## src/rtl/c1355_bist_pkg.sv

```systemverilog
// Shared types and constants for the c1355 BIST controller.
// Also holds the LFSR/MISR step functions so the register core and any model agree on taps.
package c1355_bist_pkg;

  typedef enum logic [2:0] {
    StIdle,
    StApply,
    StSettle,
    StCapture,
    StDone
  } bist_state_e;

  localparam int unsigned LfsrWidth = 41;
  localparam int unsigned MisrWidth = 32;

  localparam logic [MisrWidth-1:0] MisrPolyDefault = 32'h8020_0003;

  localparam int unsigned LfsrTapHi = 40;
  localparam int unsigned LfsrTapLo = 2;

  function automatic logic [LfsrWidth-1:0] lfsr_next(input logic [LfsrWidth-1:0] v);
    return {v[LfsrWidth-2:0], v[LfsrTapHi] ^ v[LfsrTapLo]};
  endfunction

  function automatic logic [MisrWidth-1:0] misr_next(input logic [MisrWidth-1:0] s,
                                                     input logic [MisrWidth-1:0] poly,
                                                     input logic [MisrWidth-1:0] d);
    return {s[MisrWidth-2:0], 1'b0} ^ (s[MisrWidth-1] ? poly : '0) ^ d;
  endfunction

endpackage

```

## src/rtl/c1355_sig_core.sv

```systemverilog
// Stimulus LFSR and response MISR registers for the c1355 BIST controller.
// The controller only issues load / advance / clear / compact strobes.
module c1355_sig_core
  import c1355_bist_pkg::*;
#(
  parameter logic [LfsrWidth-1:0] LFSR_SEED = 41'h1,
  parameter logic [MisrWidth-1:0] MISR_POLY = MisrPolyDefault
) (
  input  logic                 clk_i,
  input  logic                 rst_i,
  input  logic                 load_i,
  input  logic                 advance_i,
  input  logic                 clear_i,
  input  logic                 compact_i,
  input  logic [MisrWidth-1:0] resp_i,
  output logic [LfsrWidth-1:0] vec_o,
  output logic [MisrWidth-1:0] signature_o
);

  // An all-zero seed would lock the LFSR up, so it is replaced by 1.
  localparam logic [LfsrWidth-1:0] SeedEff = (LFSR_SEED == '0) ? 41'h1 : LFSR_SEED;

  logic [LfsrWidth-1:0] vec_q, vec_d;
  logic [MisrWidth-1:0] sig_q, sig_d;

  always_comb begin
    vec_d = vec_q;
    if (load_i) begin
      vec_d = SeedEff;
    end else if (advance_i) begin
      vec_d = lfsr_next(vec_q);
    end
  end

  always_comb begin
    sig_d = sig_q;
    if (clear_i) begin
      sig_d = '0;
    end else if (compact_i) begin
      sig_d = misr_next(sig_q, MISR_POLY, resp_i);
    end
  end

  always_ff @(posedge clk_i or posedge rst_i) begin
    if (rst_i) begin
      vec_q <= '0;
      sig_q <= '0;
    end else begin
      vec_q <= vec_d;
      sig_q <= sig_d;
    end
  end

  assign vec_o       = vec_q;
  assign signature_o = sig_q;

endmodule

```

## src/rtl/c1355_bist_ctrl.sv

```systemverilog
// BIST sequencer for a c1355 block: applies LFSR vectors, waits a settle time,
// and compacts the responses into a MISR signature.
module c1355_bist_ctrl
  import c1355_bist_pkg::*;
#(
  parameter int unsigned          SETTLE_CYCLES = 2,
  parameter logic [LfsrWidth-1:0] LFSR_SEED     = 41'h1,
  parameter logic [MisrWidth-1:0] MISR_POLY     = MisrPolyDefault
) (
  input  logic                 clk_i,
  input  logic                 rst_i,
  input  logic                 start_i,
  input  logic                 abort_i,
  input  logic [15:0]          num_vectors_i,
  input  logic [MisrWidth-1:0] resp_i,
  output logic [LfsrWidth-1:0] vec_o,
  output logic                 busy_o,
  output logic                 done_o,
  output logic [MisrWidth-1:0] signature_o,
  output logic [15:0]          vec_count_o
);

  // Out-of-range settle times are clamped into 1..15 so the down-counter always terminates.
  localparam int unsigned SettleClamp = (SETTLE_CYCLES < 1)  ? 1  :
                                        (SETTLE_CYCLES > 15) ? 15 : SETTLE_CYCLES;
  localparam logic [3:0]  SettleInit  = 4'(SettleClamp);

  bist_state_e state_q;
  logic [3:0]  settle_q;
  logic [15:0] count_q;
  logic [15:0] num_q;
  logic        busy_q;
  logic        done_q;

  logic        idle_like;
  logic        accept;
  logic        last_vec;
  logic [15:0] count_inc;

  logic        core_load;
  logic        core_advance;
  logic        core_clear;
  logic        core_compact;

  always_comb begin
    idle_like    = (state_q == StIdle) || (state_q == StDone);
    accept       = idle_like && start_i;
    count_inc    = count_q + 16'd1;
    last_vec     = (count_inc == num_q);
    core_load    = accept && (num_vectors_i != 16'd0);
    core_clear   = accept;
    core_compact = (state_q == StCapture);
    // An abort in CAPTURE still compacts but must not move vec.
    core_advance = (state_q == StCapture) && !abort_i && !last_vec;
  end

  always_ff @(posedge clk_i or posedge rst_i) begin
    if (rst_i) begin
      state_q  <= StIdle;
      settle_q <= '0;
      count_q  <= '0;
      num_q    <= '0;
      busy_q   <= 1'b0;
      done_q   <= 1'b0;
    end else begin
      unique case (state_q)
        StIdle, StDone: begin
          if (start_i) begin
            num_q   <= num_vectors_i;
            count_q <= '0;
            if (num_vectors_i != 16'd0) begin
              state_q <= StApply;
              busy_q  <= 1'b1;
              done_q  <= 1'b0;
            end else begin
              state_q <= StDone;
              busy_q  <= 1'b0;
              done_q  <= 1'b1;
            end
          end
        end
        StApply: begin
          if (abort_i) begin
            state_q <= StIdle;
            busy_q  <= 1'b0;
          end else begin
            state_q  <= StSettle;
            settle_q <= SettleInit;
          end
        end
        StSettle: begin
          if (abort_i) begin
            state_q  <= StIdle;
            settle_q <= '0;
            busy_q   <= 1'b0;
          end else if (settle_q <= 4'd1) begin
            state_q  <= StCapture;
            settle_q <= '0;
          end else begin
            settle_q <= settle_q - 4'd1;
          end
        end
        StCapture: begin
          count_q <= count_inc;
          if (abort_i) begin
            state_q <= StIdle;
            busy_q  <= 1'b0;
          end else if (last_vec) begin
            state_q <= StDone;
            busy_q  <= 1'b0;
            done_q  <= 1'b1;
          end else begin
            state_q <= StApply;
          end
        end
        default: begin
          state_q  <= StIdle;
          settle_q <= '0;
          busy_q   <= 1'b0;
          done_q   <= 1'b0;
        end
      endcase
    end
  end

  c1355_sig_core #(
    .LFSR_SEED (LFSR_SEED),
    .MISR_POLY (MISR_POLY)
  ) u_sig_core (
    .clk_i       (clk_i),
    .rst_i       (rst_i),
    .load_i      (core_load),
    .advance_i   (core_advance),
    .clear_i     (core_clear),
    .compact_i   (core_compact),
    .resp_i      (resp_i),
    .vec_o       (vec_o),
    .signature_o (signature_o)
  );

  assign busy_o      = busy_q;
  assign done_o      = done_q;
  assign vec_count_o = count_q;

endmodule

```

## config.mk

```make
export PLATFORM = sky130hd
export DESIGN_NAME = c1355_bist_ctrl
export DESIGN_NICKNAME = d
export VERILOG_FILES = /design/src/rtl/c1355_bist_pkg.sv /design/src/rtl/c1355_sig_core.sv /design/src/rtl/c1355_bist_ctrl.sv
export SDC_FILE = /design/constraint.sdc
export NUM_CORES = 1
export LEC_CHECK = 0
export CAP_MARGIN = 0
export CORE_MARGIN = 10
export CORE_UTILIZATION = 35
export DETAILED_ROUTE_END_ITERATION = 16
export SLEW_MARGIN = 10
export SYNTH_ARGS = -nofsm -noshare
export SYNTH_HDL_FRONTEND = slang
export SYNTH_HIERARCHICAL = 1
export SYNTH_SLANG_ARGS = --single-unit
export TNS_END_PERCENT = 10
```

## constraint.sdc

```tcl
create_clock -name clk_i -period 7.78 [get_ports clk_i]
set_input_delay 2.334 -clock clk_i [delete_from_list [all_inputs] [get_ports clk_i]]
set_output_delay 2.334 -clock clk_i [all_outputs]
set_load 0.02 [all_outputs]
```

==> flow_summary.json, run 1 <==
{
  "final.setup.worst_slack_ns": 3.400,
  "hold_class": "register to register",
  "nets": 769,
  "first_pass_iters": 4,
  "timing.fmax_mhz": 228.3,
  "crit_path_frequent_cell": "o21ai_0",
  "finClkSkew_ns": 0.01219,
  "synth_area_um2": 5938,
  "clockBufferDepth": 2,
  "critPathLaunchType": "input pin",
  "max-cap-violations": 0,
  "rsz0062_at_grt": "no",
  "tns_ns": 0,
  "via_per_inst": 4.924,
  "finalHoldViolations": 0,
  "antenna_found_initial": 0,
  "grt_usage_pct": 14.40,
  "end_kind": "register",
  "synth_edf_count": 0,
  "dpl.hpwl_um": 11310,
  "die_x_um": 150.3,
  "crit_fanout": 18,
  "h-tree-depth": 4,
  "peakVddDrop_mv": 0.2069,
  "p_per_area_nw_per_um2": 326.0,
  "power_leakage_nw": 3.288,
  "rows": 47,
  "synth_flop_cell": "dfrtp_1",
  "wire_per_inst_um": 16.75,
  "yosys_register_bits": 114,
  "grt_pass1_vias": 4846,
  "power_frac_seq_pct": 32.8,
  "combinationalPowerShare_pct": 36.3,
  "drtAntennaViolNets": 0,
  "yosysWarnings": 6,
  "tightest_slew_ns": 1.111,
  "net-switching-power_uw": 965.8,
  "mostFrequentLayoutCell": "clkdlybuf4s50_1",
  "clock_latency_ns": 0.42,
  "drt_iter0_markers": 247,
  "cts_hold_repair.buffers": 0,
  "layout-drive-gt1-share_pct": 12.65,
  "crit_buf_inv": 2,
  "grt_max_degree": 74,
  "cts.sinks": 114,
  "root_buffer": "clkbuf_16",
  "status": "finished, final reports clean",
  "clock_power_share_pct": 30.9,
  "grt_overflow": 0,
  "slowest_delay_ns": 0.86,
  "numCtsBuffers": 17,
  "ys_async_sr_fraction_pct": 100.0,
  "slew_headroom_pct": 25.63,
  "internal_power_mw": 1.688,
  "tritoncts": "yes",
  "area_growth_pct": 37.08,
  "ctsResizeCount": 0,
  "synthesis.nets": 635,
  "start_util_pct": 35.81,
  "mostFrequentLayoutCells": "142 x clkdlybuf4s50_1, 114 x dfrtp_1, 93 x nor2_1, 70 x nand2_1, 44 x xnor2_1",
  "cpLargestDelayFamily": "simple AND/OR/NAND/NOR gates",
  "synth_cells": 580,
  "cp_cell_sequence": "clkdlybuf4s50_1 > nand2_1 > inv_2 > nor2_1 > o21ai_0 > o21ai_0",
  "power_mw": 2.654,
  "route.vias.total": 4663,
  "final-max-slew-violation-count": 0,
  "antennaDiodeCount": 0,
  "required_ns": 8.10,
  "syn_avg_cell_area_um2": 10.24,
  "grt_pass1_wl_um": 26020,
  "preCtsSetupSlack_ns": 3.120,
  "fp.dieArea_um2": 22580,
  "port_buffers": 142,
  "clk_pin_slew_worst_paths_ns": 0.05,
  "setup_viol": 0,
  "pin_count": 143,
  "critical_path_class": "input pin to register",
  "synth_cell_types": 61,
  "seq_area_frac_synth_pct": 48.04,
  "drc": 0,
  "drt_wl_total_um": 15870,
  "swShare_pct": 36.39,
  "coreArea_um2": 16580,
  "die_h_um": 150.3,
  "place.gp.congestion": 0.8600,
  "critPathArrivalTime_ns": 4.70,
  "critical-path-slowest-cell": "nor2_1",
  "period_share_pct": 56.30,
  "cts_setup_buffers": 0,
  "fin_crit_ns": 4.380
}
[sequential cells by signal, summed over array words and instances, names as in the netlist]
name and cells:
num_q 16, u_sig_core/vec_o 41, u_sig_core/signature_o 32, state_q 3
done_o 1, settle_q 4, busy_o 1, vec_count_o 16
[metal layers]
metal / up-vias / share of wire (%) / global-route usage [%]
met1: 2247 / 42 / 16.84
met3: 18 / 8.8 / 6.513
met5: - / 0 / 0
li1: 2273 / - / -
met2: 125 / 48 / 23.05
met4: 0 / 1.3 / 4.762
[through the flow]
stage / hold WS [ns] / cell area, um^2 / std cells / utilization [%]
final: 0.4948 / 8140 / 947 / 49.09
after detailed placement: 0.4874 / 7513 / 915 / 45.31
after CTS: 0.5013 / 8140 / 947 / 49.09
after global routing: 0.5284 / 8140 / 947 / 49.09
after floorplan: 0.4606 / 5938 / 580 / -
after global placement: 0.4831 / 7513 / 915 / 45.31
[cell type report]
| type | instances | area [um^2] |
|---|---|---|
| Clock buffer | 19 | 452.9 |
| Clock inverter | 13 | 173.9 |
| Fill cell | 1514 | 8443 |
| Inverter | 12 | 45.04 |
| Multi-Input combinational cell | 420 | 2867 |
| Sequential cell | 114 | 2853 |
| Tap cell | 220 | 275.3 |
| Timing Repair Buffer | 149 | 1474 |
[worst min-delay path, cell delays in order (launching register included)]
cell and delay (ns):
dfrtp_1 0.35, nand2_1 0.05, nand2_1 0.05
[synthesized netlist by cell type (4+ instances only)]
library cell / number / share of area [%]
dfrtp_1: 114 / 48
nor2_1: 94 / 5.9
nand2_1: 70 / 4.4
xnor2_1: 44 / 6.5
mux2i_1: 42 / 7.1
a211oi_2: 30 / 6.3
o21ai_0: 29 / 2.4
clkbuf_1: 17 / 1.1
xor2_1: 12 / 1.8
inv_1: 11 / 0.70
nor3_1: 9 / 0.76
nand4_1: 8 / 0.84
nor4_1: 7 / 0.74
a21oi_1: 6 / 0.51
buf_2: 6 / 0.51
buf_4: 6 / 0.76
nand3_1: 6 / 0.51
o31ai_1: 5 / 0.63
a31oi_1: 4 / 0.42
buf_6: 4 / 0.76
nor2b_1: 4 / 0.42
[power by group through the flow]
stage | combinational (mW) | sequential, mW | clock (mW)
CTS | 0.974 | 0.873 | 0.837
finish | 0.962 | 0.872 | 0.820
detailed placement | 0.967 | 0.879 | 0
global placement | 0.954 | 0.876 | 0
global route | 1.05 | 0.892 | 0.871
floorplan | 0.564 | 0.946 | 0
[worst paths after layout]
path / slack, ns / to / from / depth (start not counted)
max in group asynchronous: 4.64 / u_sig_core/vec_o[38]$_DFFE_PP0P_ / rst_i / 3
min reg2reg: 0.49 / num_q[13]$_DFFE_PP0P_ / num_q[13]$_DFFE_PP0P_ / 2
min in group asynchronous: 2.42 / num_q[1]$_DFFE_PP0P_ / rst_i / 3
max reg2reg: 4.41 / u_sig_core/vec_o[0]$_DFFE_PP0P_ / vec_count_o[0]$_DFFE_PP0P_ / 10
min: 0.49 / num_q[13]$_DFFE_PP0P_ / num_q[13]$_DFFE_PP0P_ / 2
max: 3.40 / vec_count_o[14]$_DFFE_PP0P_ / start_i / 6
[cell families (layout without fill, tap and decap cells)]
| family | count (synthesis) | after routing | synth area share, % |
|---|---|---|---|
| adders and majority gates | 4 | 4 | 0.8007 |
| xor gates and xnor gates | 57 | 57 | 8.660 |
| and+or+nand+nor | 226 | 226 | 18.27 |
| AOI/OAI and AO/OA | 91 | 91 | 13.23 |
| buffers and inverters | 46 | 193 | 3.919 |
| DFF | 114 | 114 | 48.04 |
| muxes | 42 | 42 | 7.080 |
Note: power is estimated with default switching activity, not from simulation.
==> run 2, diff against run 1 <==
==> constraint.sdc (replaced) <==
create_clock -name clk_i -period 4.4 [get_ports clk_i]
set_input_delay 1.32 -clock clk_i [delete_from_list [all_inputs] [get_ports clk_i]]
set_output_delay 1.32 -clock clk_i [all_outputs]
set_load 0.02 [all_outputs]
==> flow_summary.json, run 2 (synthesized netlist as in run 1, its figures left out) <==
{
  "tns_ns": 0,
  "h-tree-depth": 4,
  "layout-drive-gt1-share_pct": 12.88,
  "reg2reg_slack_ns": 1.07,
  "grt_overflow": 0,
  "final-max-slew-violation-count": 0,
  "p_per_area_nw_per_um2": 578.2,
  "port_buffers": 142,
  "grt_pass1_vias": 4907,
  "grt_max_degree": 66,
  "numCtsBuffers": 17,
  "drtAntennaViolNets": 0,
  "cts_setup_buffers": 0,
  "r2r_end": "u_sig_core/vec_o[0]$_DFFE_PP0P_",
  "top_usage_layer": "met2",
  "tritoncts": "yes",
  "status": "finished, final reports clean",
  "peakVddDrop_mv": 0.3564,
  "reg2reg_depth": 10,
  "area_growth_pct": 37.78,
  "drc": 0,
  "crit_fanout": 42,
  "grt_usage_pct": 14.75,
  "clk_pin_slew_worst_paths_ns": 0.05,
  "nets": 773,
  "clockBufferDepth": 2,
  "cts_hold_repair.buffers": 0,
  "finalHoldViolations": 0,
  "finClkSkew_ns": 0.009647,
  "route.vias.total": 4775,
  "wire_per_inst_um": 17.16,
  "crit-reg2reg-launch": "vec_count_o[0]$_DFFE_PP0P_",
  "critPathLaunchType": "register",
  "required_ns": 4.69,
  "timing.fmax_mhz": 300.0,
  "final_area_um2": 8182,
  "mostFrequentLayoutCells": "142 x clkdlybuf4s50_1, 114 x dfrtp_1, 93 x nor2_1, 70 x nand2_1, 44 x xnor2_1",
  "rows": 47,
  "place.gp.congestion": 0.7945,
  "placed_cell_area_um2": 7556,
  "grt_pass1_wl_um": 26430,
  "tightest_slew_ns": 0.6761,
  "dpl.hpwl_um": 11880,
  "fp.dieArea_um2": 22580,
  "clock_latency_ns": 0.42,
  "critPathArrivalTime_ns": 3.63,
  "preCtsSetupSlack_ns": 0.9718,
  "slew_headroom_pct": 54.54,
  "first_pass_iters": 5,
  "drt_iter0_markers": 327,
  "crit_end": "u_sig_core/vec_o[0]$_DFFE_PP0P_",
  "hp-start": "num_q[5]$_DFFE_PP0P_",
  "end_kind": "register",
  "hold_class": "register to register",
  "antenna_found_initial": 0,
  "max-cap-violations": 0,
  "critical_path_class": "register to register",
  "hold_path_depth": 2,
  "pin_count": 143,
  "die_x_um": 150.3,
  "met2_usage_pct": 23.69,
  "setup_viol": 0,
  "rsz0062_at_grt": "no",
  "ctsResizeCount": 0,
  "fin_crit_ns": 3.333,
  "final.setup.worst_slack_ns": 1.067,
  "final_util_pct": 49.34,
  "grt_use_met1_pct": 17.21,
  "largest_reg_flops": 41,
  "die_h_um": 150.3,
  "critPathLaunch": "vec_count_o[0]$_DFFE_PP0P_",
  "coreArea_um2": 16580,
  "via_per_inst": 5.026,
  "antennaDiodeCount": 0,
  "cts.sinks": 114,
  "start_util_pct": 35.81,
  "root_buffer": "clkbuf_16",
  "mostFrequentLayoutCell": "clkdlybuf4s50_1",
  "globalRouteMet3Util_pct": 7.083,
  "period_share_pct": 75.75,
  "power_leakage_nw": 3.317,
  "drt_wl_total_um": 16300
}
-- run 2: metrics by stage --
step,hold WS [ns],std cells,power [mW]
6_report,0.4926,950,4.731
5_1_grt,0.5222,950,5.026
4_1_cts,0.4964,950,4.803
3_5_place_dp,0.4824,919,3.298
3_3_place_gp,0.4784,919,3.259
2_1_floorplan,0.4606,580,2.670
-- run 2: routing by layer --
layer  part of all wire, %  wire length (um)
met5                     0                 0
met4                  0.92               150
met3                   8.8              1430
met2                    49              7937
met1                    42              6783
-- run 2: report_power, final --
| part | leakage (nW) | internal (mW) | switching, mW |
|---|---|---|---|
| logic | 1.48 | 0.783 | 0.951 |
| clock network | 0.296 | 0.961 | 0.499 |
| registers | 1.54 | 1.29 | 0.248 |
-- run 2: final cells by class --
type / count / area, um^2
fillers: 1568 / 8402
multi-input cells: 420 / 2867
flip-flops and latches: 114 / 2853
repair buffers: 153 / 1516
clock buffers: 19 / 442.9
well taps: 220 / 275.3
clock inverters: 12 / 182.7
inverters: 12 / 45.04
-- run 2: worst min path at each step --
stage                                        to  slack [ns]
after floorplan           num_q[13]$_DFFE_PP0P_        0.46
final                      num_q[5]$_DFFE_PP0P_        0.49
after detailed placement   num_q[3]$_DFFE_PP0P_        0.48
after global routing      num_q[15]$_DFFE_PP0P_        0.52
after global placement     num_q[3]$_DFFE_PP0P_        0.48
after CTS                  num_q[3]$_DFFE_PP0P_        0.50
-- run 2: critical path: stages, from the launching register on --
cell and delay, ns:
dfrtp_1 0.46, ha_1 0.33, nand3_4 0.17, or2_4 0.32, a221o_1 0.34, a211oi_2 0.23
nor4_4 0.12, a311oi_4 0.29, buf_4 0.58, a21oi_1 0.12, or2_1 0.23
==> run 3, diff against run 2 <==
==> constraint.sdc (replaced) <==
create_clock -name clk_i -period 3.1 [get_ports clk_i]
set_input_delay 0.93 -clock clk_i [delete_from_list [all_inputs] [get_ports clk_i]]
set_output_delay 0.93 -clock clk_i [all_outputs]
set_load 0.02 [all_outputs]
==> flow_summary.json, run 3 (synthesized netlist as in run 1, its figures left out) <==
{
  "tritoncts": "yes",
  "reg2reg_depth": 13,
  "place.gp.congestion": 0.8370,
  "drt_wl_total_um": 16550,
  "die_h_um": 150.3,
  "final_cells": 965,
  "drtAntennaViolNets": 0,
  "pin_count": 143,
  "setup_viol": 0,
  "route.vias.total": 4806,
  "largest_reg_flops": 41,
  "first_pass_iters": 6,
  "hold_path_end": "num_q[10]$_DFFE_PP0P_",
  "numCtsBuffers": 17,
  "critPathArrivalTime_ns": 3.26,
  "required_ns": 3.40,
  "reg2reg_slack_ns": 0.14,
  "start_util_pct": 35.81,
  "final-max-slew-violation-count": 0,
  "hold_path_depth": 2,
  "nets": 787,
  "fin_crit_ns": 2.961,
  "clockBufferDepth": 2,
  "mostFrequentLayoutCells": "142 x clkdlybuf4s50_1, 114 x dfrtp_1, 93 x nor2_1, 70 x nand2_1, 44 x xnor2_1",
  "drt_iter0_markers": 398,
  "grt_usage_pct": 14.74,
  "peakVddDrop_mv": 0.4315,
  "clk_pin_slew_worst_paths_ns": 0.06,
  "dpl.hpwl_um": 12020,
  "layout-drive-gt1-share_pct": 15.03,
  "end_kind": "register",
  "placed_cell_area_um2": 7669,
  "cts.sinks": 114,
  "die_x_um": 150.3,
  "power_mw": 6.659,
  "wire_per_inst_um": 17.15,
  "mostFrequentLayoutCell": "clkdlybuf4s50_1",
  "tightest_slew_ns": 1.102,
  "hold_class": "register to register",
  "antennaDiodeCount": 0,
  "dp_cells": 929,
  "rows": 47,
  "grt_pass1_vias": 4940,
  "area_growth_pct": 40.22,
  "power_leakage_nw": 3.410,
  "final_area_um2": 8327,
  "grt_max_degree": 73,
  "status": "finished, final reports clean",
  "n_fill_cell": 1529,
  "seq_area_um2": 2853,
  "via_per_inst": 4.980,
  "critPathLaunchType": "register",
  "tns_ns": 0,
  "max-cap-violations": 0,
  "grt_overflow": 0,
  "crit_fanout": 13,
  "timing.fmax_mhz": 337.8,
  "drc": 0,
  "crit-reg2reg-launch": "vec_count_o[5]$_DFFE_PP0P_",
  "root_buffer": "clkbuf_16",
  "port_buffers": 142,
  "h-tree-depth": 4,
  "fp.dieArea_um2": 22580,
  "coreArea_um2": 16580,
  "grt_pass1_wl_um": 26700,
  "critical_path_class": "register to register",
  "hp-start": "num_q[10]$_DFFE_PP0P_",
  "finalHoldViolations": 0,
  "period_share_pct": 95.50,
  "multiInputGateArea_um2": 2884,
  "finClkSkew_ns": 0.01213,
  "p_per_area_nw_per_um2": 799.7,
  "antenna_found_initial": 0,
  "r2r_end": "u_sig_core/vec_o[0]$_DFFE_PP0P_",
  "slew_headroom_pct": 26.26,
  "clock_latency_ns": 0.42
}
## run 3: cell count changes in the layout (fill, tap and decap cells not counted), sizes merged
cell      change
inv           +8
buf          +13
clkbuf        -1
clkinv        -2
clkinvlp      -1
bufinv        -2
## run 3: stage by stage
| stage | worst slack, ns | hold WS (ns) | utilization [%] |
|---|---|---|---|
| floorplan | 0.2262 | 0.4606 | - |
| global route | -0.008701 | 0.5183 | 50.21 |
| global placement | 0.1379 | 0.4837 | 46.24 |
| detailed placement | 0.1460 | 0.4869 | 46.24 |
| CTS | 0.1433 | 0.5006 | 49.82 |
| finish | 0.1394 | 0.4989 | 50.21 |
## run 3: routing by layer
layer / GRT usage [%] / vias to the layer above / part of all wire, %
met5: 0 / - / 0
met4: 5.248 / 0 / 1.7
met3: 5.282 / 20 / 6.9
met2: 23.23 / 124 / 47
met1: 18.27 / 2347 / 44
li1: - / 2315 / -
## run 3: final cells by class
class / instances / area share [%]
Clock inverter: 15 / 2.014
Sequential cell: 114 / 34.26
Timing Repair Buffer: 167 / 20.14
Inverter: 12 / 0.5409
Clock buffer: 17 / 5.109
Tap cell: 220 / 3.306
Multi-Input combinational cell: 420 / 34.64
## run 3: worst max path at each step
stage | slack, ns | startpoint | cells after the start | end
final | 0.14 | vec_count_o[5]$_DFFE_PP0P_ | 13 | u_sig_core/vec_o[0]$_DFFE_PP0P_
after global routing | -0.009 | vec_count_o[0]$_DFFE_PP0P_ | 12 | u_sig_core/vec_o[29]$_DFFE_PP0P_
after CTS | 0.14 | vec_count_o[0]$_DFFE_PP0P_ | 10 | u_sig_core/vec_o[29]$_DFFE_PP0P_
after detailed placement | 0.15 | num_vectors_i[7] | 7 | busy_o$_DFFE_PP0P_
after global placement | 0.14 | num_vectors_i[7] | 7 | busy_o$_DFFE_PP0P_
after floorplan | 0.23 | vec_count_o[0]$_DFFE_PP0P_ | 11 | u_sig_core/vec_o[3]$_DFFE_PP0P_
## run 3: power by group
| group | switching [mW] | internal, mW |
|---|---|---|
| Combinational | 1.37 | 1.15 |
| Clock | 0.756 | 1.20 |
| Sequential | 0.349 | 1.83 |
## run 3: worst max-delay path: stages (launching register included)
cell       delay, ns
dfrtp_1         0.50
nand3_2         0.23
buf_4           0.22
nor4_2          0.35
xnor2_1         0.16
nand2_1         0.12
nor4_4          0.27
buf_4           0.19
a311oi_4        0.11
buf_4           0.18
clkbuf_16       0.17
nor2_1          0.09
a21oi_1         0.04
or2_1           0.21
## run 3: what timing repair did
item	4_1_cts	5_1_grt
hold buffers	0	0
buffers inserted	0	3
endpoints found under the setup margin	0	2
gates resized for setup	0	3
